`config.mk`:
```
export PLATFORM = sky130hd
export DESIGN_NAME = lcd_byte_writer
export DESIGN_NICKNAME = d
export VERILOG_FILES = /design/src/rtl/lcd_byte_writer_pkg.sv /design/src/rtl/lcd_byte_writer.sv
export SDC_FILE = /design/constraint.sdc
export NUM_CORES = 1
export LEC_CHECK = 0
export BUFFER_PORTS_ARGS = -buffer_cell sky130_fd_sc_hd__buf_2
export CAP_MARGIN = 40
export CORE_UTILIZATION = 30
export CTS_CLUSTER_SIZE = 28
export DETAILED_ROUTE_END_ITERATION = 12
export PLACE_DENSITY = 0.46
export SKIP_LAST_GASP = 1
export SLEW_MARGIN = 20
export SYNTH_ARGS = -nofsm -noshare
export SYNTH_HDL_FRONTEND = slang
export SYNTH_SLANG_ARGS = --single-unit
```
`constraint.sdc`:
```
create_clock -name i_clk -period 2.7 [get_ports i_clk]
set_clock_uncertainty 0.2 [all_clocks]
set_input_delay 0.54 -clock i_clk [delete_from_list [all_inputs] [get_ports i_clk]]
set_output_delay 0.54 -clock i_clk [all_outputs]
set_load 0.02 [all_outputs]
```
`src/rtl/lcd_byte_writer_pkg.sv`:
```
// Shared HD44780 definitions for the character-LCD path: default timing,
// writer FSM state encoding and the common command codes.
package lcd_byte_writer_pkg;

    // Default timing in 50 MHz clock cycles.
    localparam int T_SETUP = 2;      // 40 ns
    localparam int T_PULSE = 12;     // 240 ns
    localparam int T_GAP   = 50;     // 1 us
    localparam int T_EXEC  = 2000;   // 40 us
    localparam int T_CLEAR = 82000;  // 1.64 ms
    localparam int CNT_W   = 17;

    typedef enum logic [2:0] {
        ST_WAIT_INIT = 3'd0,
        ST_IDLE      = 3'd1,
        ST_HI_SETUP  = 3'd2,
        ST_HI_PULSE  = 3'd3,
        ST_GAP       = 3'd4,
        ST_LO_SETUP  = 3'd5,
        ST_LO_PULSE  = 3'd6,
        ST_EXEC      = 3'd7
    } state_t;

    localparam logic [7:0] CMD_CLEAR   = 8'h01;
    localparam logic [7:0] CMD_HOME    = 8'h02;
    localparam logic [7:0] CMD_ENTRY   = 8'h06;
    localparam logic [7:0] CMD_DISP_ON = 8'h0C;
    localparam logic [7:0] CMD_FUNC    = 8'h28;
    localparam logic [7:0] CMD_DDRAM   = 8'h80;

    // Clear and return-home (0x01..0x03) need the long execution wait; 0x00 does not.
    function automatic logic is_slow_cmd(input logic rs, input logic [7:0] data);
        return !rs && (data[7:2] == 6'd0) && (data[1:0] != 2'd0);
    endfunction

endpackage

```
`src/rtl/lcd_byte_writer.sv`:
```
// Byte writer for a 4-bit HD44780 bus: passes the init stage through until it
// reports done, then sends handshaked bytes as two timed nibbles plus an exec wait.
module lcd_byte_writer #(
    parameter int T_SETUP = lcd_byte_writer_pkg::T_SETUP,
    parameter int T_PULSE = lcd_byte_writer_pkg::T_PULSE,
    parameter int T_GAP   = lcd_byte_writer_pkg::T_GAP,
    parameter int T_EXEC  = lcd_byte_writer_pkg::T_EXEC,
    parameter int T_CLEAR = lcd_byte_writer_pkg::T_CLEAR,
    parameter int CNT_W   = lcd_byte_writer_pkg::CNT_W
) (
    input  logic       i_clk,
    input  logic       i_rst_n,
    input  logic [3:0] i_init_sf_d,
    input  logic       i_init_e,
    input  logic       i_init_done,
    input  logic       i_wr_valid,
    input  logic       i_wr_rs,
    input  logic [7:0] i_wr_data,
    output logic       o_wr_ready,
    output logic [3:0] o_sf_d,
    output logic       o_lcd_e,
    output logic       o_lcd_rs,
    output logic       o_lcd_rw
);
    import lcd_byte_writer_pkg::*;

    state_t           r_state, w_state_nxt;
    logic [CNT_W-1:0] r_cnt;
    logic [CNT_W-1:0] w_limit;
    logic             w_timed;
    logic             w_cnt_hit;
    logic [7:0]       r_data, w_data_nxt;
    logic             r_rs, w_rs_nxt;
    logic [3:0]       r_sf_d, w_sf_d_nxt;
    logic             r_lcd_e, w_lcd_e_nxt;
    logic             r_done, w_done_nxt;
    logic             w_pass;

    always_comb begin
        w_limit = CNT_W'(1);
        w_timed = 1'b1;
        case (r_state)
            ST_HI_SETUP, ST_LO_SETUP: w_limit = CNT_W'(T_SETUP);
            ST_HI_PULSE, ST_LO_PULSE: w_limit = CNT_W'(T_PULSE);
            ST_GAP:                   w_limit = CNT_W'(T_GAP);
            ST_EXEC:                  w_limit = is_slow_cmd(r_rs, r_data) ? CNT_W'(T_CLEAR)
                                                                          : CNT_W'(T_EXEC);
            default:                  w_timed = 1'b0;
        endcase
    end

    assign w_cnt_hit = w_timed && (r_cnt == w_limit - 1'b1);

    // NOTE: every next-value signal takes its hold value first, so no path through the case can infer a latch.
    always_comb begin
        w_state_nxt = r_state;
        w_data_nxt  = r_data;
        w_rs_nxt    = r_rs;
        w_sf_d_nxt  = r_sf_d;
        w_lcd_e_nxt = r_lcd_e;
        w_done_nxt  = r_done;
        case (r_state)
            ST_WAIT_INIT: if (i_init_done) begin
                w_done_nxt  = 1'b1;
                w_lcd_e_nxt = 1'b0;
                w_state_nxt = ST_IDLE;
            end
            ST_IDLE: begin
                w_lcd_e_nxt = 1'b0;
                if (i_wr_valid) begin
                    w_data_nxt  = i_wr_data;
                    w_rs_nxt    = i_wr_rs;
                    w_sf_d_nxt  = i_wr_data[7:4];
                    w_state_nxt = ST_HI_SETUP;
                end
            end
            ST_HI_SETUP: if (w_cnt_hit) begin
                w_lcd_e_nxt = 1'b1;
                w_state_nxt = ST_HI_PULSE;
            end
            ST_HI_PULSE: if (w_cnt_hit) begin
                w_lcd_e_nxt = 1'b0;
                w_state_nxt = ST_GAP;
            end
            ST_GAP: if (w_cnt_hit) begin
                w_sf_d_nxt  = r_data[3:0];
                w_state_nxt = ST_LO_SETUP;
            end
            ST_LO_SETUP: if (w_cnt_hit) begin
                w_lcd_e_nxt = 1'b1;
                w_state_nxt = ST_LO_PULSE;
            end
            ST_LO_PULSE: if (w_cnt_hit) begin
                w_lcd_e_nxt = 1'b0;
                w_state_nxt = ST_EXEC;
            end
            ST_EXEC: if (w_cnt_hit) begin
                w_state_nxt = ST_IDLE;
            end
            default: w_state_nxt = ST_WAIT_INIT;
        endcase
    end

    // NOTE: state registers use non-blocking assignments so every flop samples pre-edge values.
    always_ff @(posedge i_clk or negedge i_rst_n) begin
        if (!i_rst_n) begin
            r_state <= ST_WAIT_INIT;
            r_cnt   <= '0;
            r_data  <= '0;
            r_rs    <= 1'b0;
            r_sf_d  <= '0;
            r_lcd_e <= 1'b0;
            r_done  <= 1'b0;
        end else begin
            r_state <= w_state_nxt;
            r_data  <= w_data_nxt;
            r_rs    <= w_rs_nxt;
            r_sf_d  <= w_sf_d_nxt;
            r_lcd_e <= w_lcd_e_nxt;
            r_done  <= w_done_nxt;
            if (w_state_nxt != r_state) begin
                r_cnt <= '0;
            end else if (w_timed) begin
                r_cnt <= r_cnt + 1'b1;
            end
        end
    end

    // The init stage owns the pins until done; reset forces them low regardless of its bus.
    assign w_pass     = !r_done && i_rst_n;
    assign o_sf_d     = w_pass ? i_init_sf_d : r_sf_d;
    assign o_lcd_e    = w_pass ? i_init_e    : r_lcd_e;
    assign o_lcd_rs   = r_rs;
    assign o_lcd_rw   = 1'b0;
    assign o_wr_ready = (r_state == ST_IDLE);

endmodule

```
==> Yosys cells after proc, flatten, opt, wreduce, memory -nomap -nowiden <==
Cells that the tools add are included.
Widths: inputs -> output; s select.
{ "totals": {"latchBits": 0, "mem_count": 0, "register_bits": 35, "ram_bits": 0, "output_inout_bits": 8, "rom_bits": 0} }
{ "op_classes": {"eq_ne": 14, "reduce_logical": 19, "bitwise_logic": 0, "n_mul": 0, "n_div": 0, "mux": 23, "n_shift": 0, "order_cmp": 0, "add_sub_neg": 2} }
{ "ops": {"columns": ["op", "n"], "rows": [
  ["$pmux 17 s4", 1],
  ["$mux 17", 3],
  ["$mux 3", 8],
  ["$pmux 3 s8", 1],
  ["$add 17x1->17 const B", 1],
  ["$eq 17x17->1", 1],
  ["$sub 17x1->17 const B", 1],
  ["$eq 3x3->1 const B", 4],
  ["$mux 4", 3],
  ["$pmux 4 s2", 1],
  ["$eq 3x2->1 const B", 2],
  ["$logic_not 6->1", 1],
  ["$ne 2x2->1 const B", 3],
  ["$reduce_bool 2->1", 3],
  ["$reduce_or 6->1", 1],
  ["$mux 1", 5],
  ["$logic_and 1x1->1", 4],
  ["$ne 2x1->1 const B", 2],
  ["$pmux 1 s4", 1],
  ["$reduce_and 2->1", 2],
  ["$reduce_and 4->1", 1],
  ["$reduce_bool 4->1", 1],
  ["$reduce_or 2->1", 2],
  ["$eq 3x1->1 const B", 1],
  ["other kinds (4)", 5]
]} }

==> Logic depth before layout (Yosys ltp) <==
Gate-level depths: netlist (run 1).
{ "logic_depth": {"ltp_word": 12, "ltp_mapped": 13, "mapped_depth_nobuf": 10} }

==> Worst setup path after synthesis (run 1) <==
Ideal clock, no wire load.
{ "synth_path": {"kind": "reg2reg", "startpoint": "register r_state[2]", "endpoint": "register r_cnt[12]", "slack_ns": -0.143, "synth_period_minus_slack_ns": 2.843, "t_required_ns": 2.376, "t_arrival_ns": 2.519, "path_stages_with_launch": 14, "setup_time_ns": 0.124, "path_cell_list": "dfrtp_1 > buf_2 > clkbuf_1 > xor2_1 > nand2_1 > ha_1 > xor2_1 > o2111ai_1 > a311oi_1 > o211ai_1 > a21o_1 > buf_4 > a21oi_4 > nor2_1"} }
{ "synth_between": {"elab_chain_cells": 10, "word_cells_on_any_way": 28, "cone_classes": "add/sub (1); eq/ne (9); mux (12); reduce/logical (6)"} }
{ "synth_lines": {"columns": ["item", "line", "source"], "rows": [
  ["start: declaration", "lcd_byte_writer.sv:27", "state_t r_state, w_state_nxt;"],
  ["start signal: assignment", "lcd_byte_writer.sv:115", "r_state <= w_state_nxt;"],
  ["$eq 3x3->1 / $eq 3x2->1 (equally long branches)", "lcd_byte_writer.sv:42, lcd_byte_writer.sv:62", null],
  ["$reduce_or 2->1 (no line)", null, null],
  ["$pmux 17 s4", "lcd_byte_writer.sv:42", "case (r_state)"],
  ["$sub 17x1->17", "lcd_byte_writer.sv:52", "assign w_cnt_hit = w_timed && (r_cnt == w_limit - 1'b1);"],
  ["$eq 17x17->1", "lcd_byte_writer.sv:52", null],
  ["$logic_and 1x1->1", "lcd_byte_writer.sv:52", null],
  ["$mux 3, or another cell as far along", "lcd_byte_writer.sv:97", "ST_EXEC: if (w_cnt_hit) begin"],
  ["$pmux 3 s8", "lcd_byte_writer.sv:62", "case (r_state)"],
  ["$ne 3x3->1", "lcd_byte_writer.sv:121", "if (w_state_nxt != r_state) begin"],
  ["$mux 17 / $reduce_bool 2->1 (equally long branches)", null, null],
  ["end signal: assignment", "lcd_byte_writer.sv:124", "r_cnt <= r_cnt + 1'b1;"],
  ["end: declaration", "lcd_byte_writer.sv:28", "logic [CNT_W-1:0] r_cnt;"]
]} }
Parallel ways exist; a longest one is shown, timed or not.
A chain may end at the register's enable or synchronous reset.

==> Worst setup path in the final report (run 1) <==
{ "layout_path": {"startpoint": "register r_state[0]", "endpoint": "register r_lcd_e"} }
{ "layout_between": {"elab_chain_cells": 8, "word_cells_on_any_way": 22, "cone_classes": "add/sub (1); eq/ne (11); mux (3); reduce/logical (7)"} }
{ "layout_lines": {"columns": ["item", "line", "source"], "rows": [
  ["$eq 3x3->1 / $eq 3x2->1 (equally long branches)", "lcd_byte_writer.sv:42, lcd_byte_writer.sv:62", null],
  ["$reduce_or 2->1 (no line)", null, null],
  ["$pmux 17 s4", "lcd_byte_writer.sv:42", null],
  ["$sub 17x1->17", "lcd_byte_writer.sv:52", null],
  ["$eq 17x17->1", "lcd_byte_writer.sv:52", null],
  ["$logic_and 1x1->1", "lcd_byte_writer.sv:52", null],
  ["$ne 2x1->1 (no line)", null, null],
  ["$reduce_and 4->1 (no line)", null, null],
  ["end signal: assignment", "lcd_byte_writer.sv:119", "r_lcd_e <= w_lcd_e_nxt;"],
  ["end: declaration", "lcd_byte_writer.sv:35", "logic r_lcd_e, w_lcd_e_nxt;"]
]} }
Parallel ways exist; a longest one is shown, timed or not.

==> impl_metrics.tcl, run 1 <==
set metrics [dict create \
    cp.required_ns 2.67 \
    hold_path_class "in -> async" \
    antenna_found_initial 0 \
    ys_seq_area_frac 0.398 \
    synthArstFlopShare 1.00 \
    layout_setup_ws_ns -0.0529 \
    rsz0062_at_grt "yes" \
    rows 30 \
    path_max_fanout 5 \
    finalHoldViolCount 0 \
    vias 1812 \
    grt_usage 0.146 \
    violations "negative setup slack" \
    clock_path_buffers 2 \
    area_growth_pct 28.9 \
    max_slew_margin 0.645 \
    drt_iter0_drc 103 \
    yosysTopAreaCellShare 0.398 \
    grt_max_degree 36 \
    endpoint_kind "flop" \
    finalCriticalPeriod_ns 2.75 \
    ys_types 49 \
    post-route-period-util 1.02 \
    avgViaCountPerCell 4.78 \
    grt-ovfl-total 0 \
    setup_viol 5 \
    drc 0 \
    drive_gt1_frac 0.367 \
    nets 304 \
    port_buffers 24 \
    design_power_total_mw 1.14 \
    report.final.slew_viol_count 0 \
    dp_hpwl_microns 3750 \
    synth_common_cells "dfrtp_1 (35), nand2_1 (24), nor2_1 (18)" \
    cts_tree "done" \
    insertion_delay_ns 0.29 \
    wl_microns 5300 \
    synthMostInstantiatedCell "dfrtp_1" \
    cts_max_level 2 \
    synth_flop_cell "dfrtp_1" \
    die_h_microns 87.7 \
    die_w_microns 87.7 \
    cap_violations 0 \
    syn_inst 235 \
    vdd_ir_drop_max_v 0.000250 \
    ios 26 \
    clk_pin_slew_worst_paths_ns 0.07 \
    worstMarginPinSlew_ns 0.525 \
    power_density_nw_per_um2 401 \
    cts.sinks 35 \
    worstSetupPathType "reg -> reg" \
    firstDrtPassIters 4 \
    start_util 0.317 \
    cts-root-buf "clkbuf_8" \
    synth_area_leader_cell "dfrtp_1" \
    numCtsBuffers 5 \
    dpl_worst_slack_ns -0.185 \
    outcome "finished with violations" \
    core_sq_um 6940 \
    detail_route.wl_per_cell_microns 14.0 \
    dieArea_sq_um 7690 \
    ant_nets 0 \
    yosys-top-cells-area "dfrtp_1 (40%), mux2_2 (7.7%), xnor2_1 (4.4%)" \
    synth_edf_count 0 \
    diodes 0 \
    ctsHoldBuffers 0 \
    grt_first_pass_wirelength_microns 8560 \
    synthesis.area_sq_um 2200 \
    worst_setup_path_start_kind "flop" \
    syn_area_per_cell_sq_um 9.37 \
    gp_congestion 0.759 \
    max_freq_mhz 363 \
    ys_ff_latch 35 \
    first_global_vias 1758 \
    worstPathArrival_ns 2.72 \
    yosys_warnings 0 \
    p_leak_nw 1.24 \
]
[metrics by stage]
| step | area (sq um) | hold slack, ns | util | cells | setup TNS (ns) |
|---|---|---|---|---|---|
| 2_1_floorplan | 2210 | 0.0444 | - | 236 | 0 |
| 3_3_place_gp | 2530 | 0.236 | 0.364 | 363 | -1.97 |
| 3_5_place_dp | 2530 | 0.256 | 0.364 | 363 | -2.98 |
| 4_1_cts | 2750 | 0.121 | 0.395 | 378 | -0.839 |
| 5_1_grt | 2840 | 0.142 | 0.409 | 379 | -2.71 |
| 6_report | 2840 | 0.108 | 0.409 | 379 | -0.111 |
[per-layer routing]
metal,up-vias,share of wire,GRT usage
met3,4,0.037,0.0320
met4,0,0.0079,0.0387
li1,928,-,-
met1,843,0.48,0.193
met5,-,0,0
met2,37,0.47,0.243
[critical path, stage by stage, from the launching register on]
cell and delay, ns:
dfrtp_2 0.44, o21ai_2 0.18, inv_2 0.05, buf_4 0.12, buf_4 0.12, buf_4 0.12
buf_4 0.12, buf_4 0.12, nand3_1 0.10, a311oi_2 0.10, o211ai_1 0.14, buf_4 0.17
a21oi_4 0.05, and4_1 0.25, or3_1 0.36
[power breakdown]
| part | switching (mW) | leakage [nW] | total [mW] | internal [mW] |
|---|---|---|---|---|
| logic | 0.0280 | 0.727 | 0.0466 | 0.0186 |
| registers | 0 | 0.445 | 0.524 | 0.524 |
| clock network | 0.199 | 0.0644 | 0.568 | 0.368 |
| total | 0.227 | 1.24 | 1.14 | 0.911 |
[cell families (layout without fill, tap and decap cells)]
kind of cell / after synthesis / count (layout) / synth area share
compound gates: 39 / 39 / 0.144
xor+xnor: 17 / 17 / 0.0676
fa+ha+maj: 4 / 4 / 0.0227
buf+inv: 22 / 69 / 0.0432
flops: 35 / 35 / 0.398
mux: 20 / 20 / 0.0994
other cells: 2 / 3 / 0.00341
simple gates: 96 / 96 / 0.222
[worst paths after layout]
| path | startpoint | slack [ns] | cells after the start | to |
|---|---|---|---|---|
| max in group asynchronous | i_rst_n | 1.83 | 2 | r_state[2] |
| worst max-delay path | r_state[0] | -0.05 | 14 | r_lcd_e |
| worst min-delay path | i_rst_n | 0.11 | 2 | r_lcd_e |
| worst max register to register | r_state[0] | -0.05 | 14 | r_lcd_e |
| min in group i_clk | r_done | 0.27 | 1 | r_done |
| worst min register to register | r_done | 0.27 | 1 | r_done |
[registers in the layout (all words and copies together) (netlist names)]
name and flops:
o_lcd_rs 1, r_data 8, r_sf_d 4, r_lcd_e 1, r_cnt 17, r_state 3
r_done 1
[cell type report]
type                            count  area, sq um
Multi-Input combinational cell    179         1340
Inverter                           11         41.3
Tap cell                           96          120
Clock buffer                        5         68.8
Sequential cell                    35          878
Fill cell                         717         4110
Timing Repair Buffer               50          327
Clock inverter                      3         67.6
[placed cells by master (no fill, tap or decap), drive strengths merged, types with 2 or more instances in the layout]
cell type	Yosys	layout
a221oi	2	2
nand3	16	16
o22ai	3	3
nor2	19	19
nor4b	2	2
o221a	4	4
a21o	3	3
and3	3	3
o21ai	8	8
nor3	5	5
bufinv	0	2
or2	3	3
nor2b	2	2
xor2	6	6
clkbuf	7	5
inv	11	11
nand2b	3	3
nor4	2	2
xnor2	11	11
mux2i	5	5
nand2	24	24
a31oi	5	5
buf	4	50
conb	2	3
ha	4	4
or3	9	9
a21oi	4	4
mux2	15	15
dfrtp	35	35
o311ai	2	2
nand4	3	3
[timing repair]
| action | in CTS | in global routing |
|---|---|---|
| pin swaps | 19 | 15 |
| setup endpoints to repair | 24 | 24 |
| buffers inserted | 7 | 1 |
| gates resized for setup | 9 | 17 |
Power figures use the tool's default switching activity.
==> inputs of run 2 (changes only) <==
- CORE_MARGIN: not set -> 4
- SETUP_SLACK_MARGIN: not set -> 0.2
==> run 2 against run 1 <==
Net effect: the run still ends with negative setup slack left; largest cell class unchanged; non-clock buffer count is 7 lower; critical path depth down 3; sequential power hardly changed.
==> impl_metrics.tcl, run 2 (same netlist as run 1, synthesis figures left out) <==
set metrics [dict create \
    outcome "finished with violations" \
    violations "negative setup slack" \
    cts_tree "done" \
    final_core_util 0.402 \
    power_density_nw_per_um2 388 \
    cap_violations 0 \
    reg2regPathDepth 11 \
    wl_microns 5330 \
    ant_nets 0 \
    die_h_microns 93.7 \
    setup_viol 1 \
    cts.sinks 35 \
    finalHoldViolCount 0 \
    layout_setup_ws_ns -0.0160 \
    area_growth_pct 26.9 \
    drt_iter0_drc 65 \
    path_max_fanout 5 \
    grt_first_pass_wirelength_microns 8720 \
    slowest_delay_ns 0.43 \
    rsz0062_at_grt "yes" \
    rows 30 \
    drc 0 \
    nets 297 \
    clock_path_buffers 2 \
    rrSetupSlack_ns -0.02 \
    port_buffers 24 \
    worstPathArrival_ns 2.69 \
    r2r_start "r_state[0]" \
    dieArea_sq_um 8780 \
    cts_max_level 2 \
    final_common_cell "dfrtp_1" \
    start_util 0.317 \
    detail_route.wl_per_cell_microns 14.3 \
    first_global_vias 1766 \
    path_depth 11 \
    core_sq_um 6940 \
    insertion_delay_ns 0.29 \
    grt_max_degree 36 \
    worst_setup_path_start_kind "flop" \
    grt_usage 0.126 \
    hold_path_class "in -> async" \
    clk_pin_slew_worst_paths_ns 0.08 \
    drive_gt1_frac 0.351 \
    dp_hpwl_microns 3850 \
    grt-ovfl-total 0 \
    numCtsBuffers 5 \
    ios 26 \
    avgViaCountPerCell 4.95 \
    worstSetupPathType "reg -> reg" \
    vdd_ir_drop_max_v 0.000182 \
    vias 1841 \
    largest_reg_flops 17 \
    r2r-end "r_lcd_e" \
    final_cell_area_sq_um 2790 \
    cp.required_ns 2.67 \
    post-route-period-util 1.01 \
    cp_slowest_cell "dfrtp_1" \
    crit_start "r_state[0]" \
    top_regs "r_cnt (17), r_data (8), r_sf_d (4)" \
    cp_num_buf_inv 2 \
    diodes 0 \
    endpoint_kind "flop" \
    layout_common_cells "dfrtp_1 (34), buf_2 (24), nand2_1 (22)" \
    cts-root-buf "clkbuf_8" \
    path_cells "o21ai_2, inv_1, ha_1, xor2_1, o2111ai_1, a311oi_1, o211ai_1, buf_4, a21oi_4, mux2i_1, or3_1" \
    finalCriticalPeriod_ns 2.72 \
    p_leak_nw 1.21 \
    antenna_found_initial 0 \
    ctsHoldBuffers 0 \
    die_w_microns 93.7 \
    gp_congestion 0.778 \
    max_freq_mhz 368 \
    top_register "r_cnt" \
    cp-endpoint "r_lcd_e" \
    cp_top_family "compound AO/OA/AOI/OAI gates" \
    place_area_sq_um 2550 \
    report.final.slew_viol_count 0 \
    firstDrtPassIters 4 \
]
run 2: worst min path at each step:
| stage | from | end | cells after the start |
|---|---|---|---|
| floorplan | i_rst_n | o_lcd_rs | 0 |
| CTS | i_rst_n | r_data[0] | 2 |
| global placement | r_done | r_done | 1 |
| global route | i_rst_n | r_data[0] | 2 |
| finish | i_rst_n | r_data[0] | 2 |
| detailed placement | r_done | r_done | 1 |
run 2: where the power goes:
part           internal, mW  switching, mW  total, mW  leakage [nW]
registers             0.524              0      0.524         0.446
clock network         0.304          0.210      0.514        0.0618
logic                0.0186         0.0279     0.0464         0.700
run 2: what timing repair did:
action / CTS / global route
endpoints found under the setup margin: 24 / 24
pin swaps: 7 / 8
buffers inserted: 0 / 1
resized for setup: 6 / 16
run 2: per-stage QoR:
step	setup WS [ns]	hold slack (ns)	TNS (ns)	cells	power (mW)
2_1_floorplan	0.0730	0.0444	0	236	0.553
3_3_place_gp	-0.0294	0.235	-0.128	363	0.582
3_5_place_dp	-0.112	0.239	-1.21	363	0.582
4_1_cts	-0.0340	0.144	-0.0673	371	1.10
5_1_grt	-0.241	0.149	-3.92	372	1.12
6_report	-0.0160	0.113	-0.0160	372	1.08
run 2: area by class of cell:
class                   instances  area (sq um)
flip-flops and latches         35           877
well taps                      96           120
repair buffers                 43           287
clock buffers                   6          82.6
inverters                      11          41.3
clock inverters                 2          38.8
multi-input cells             179          1350
fillers                       690          4150
run 2: per-layer routing:
metal | vias up | wire, microns | global-route usage
met3 | 4 | 240 | 0.0296
met1 | 887 | 2550 | 0.168
met4 | 0 | 46 | 0.0325
li1 | 917 | - | -
met5 | - | 0 | 0
met2 | 33 | 2490 | 0.206
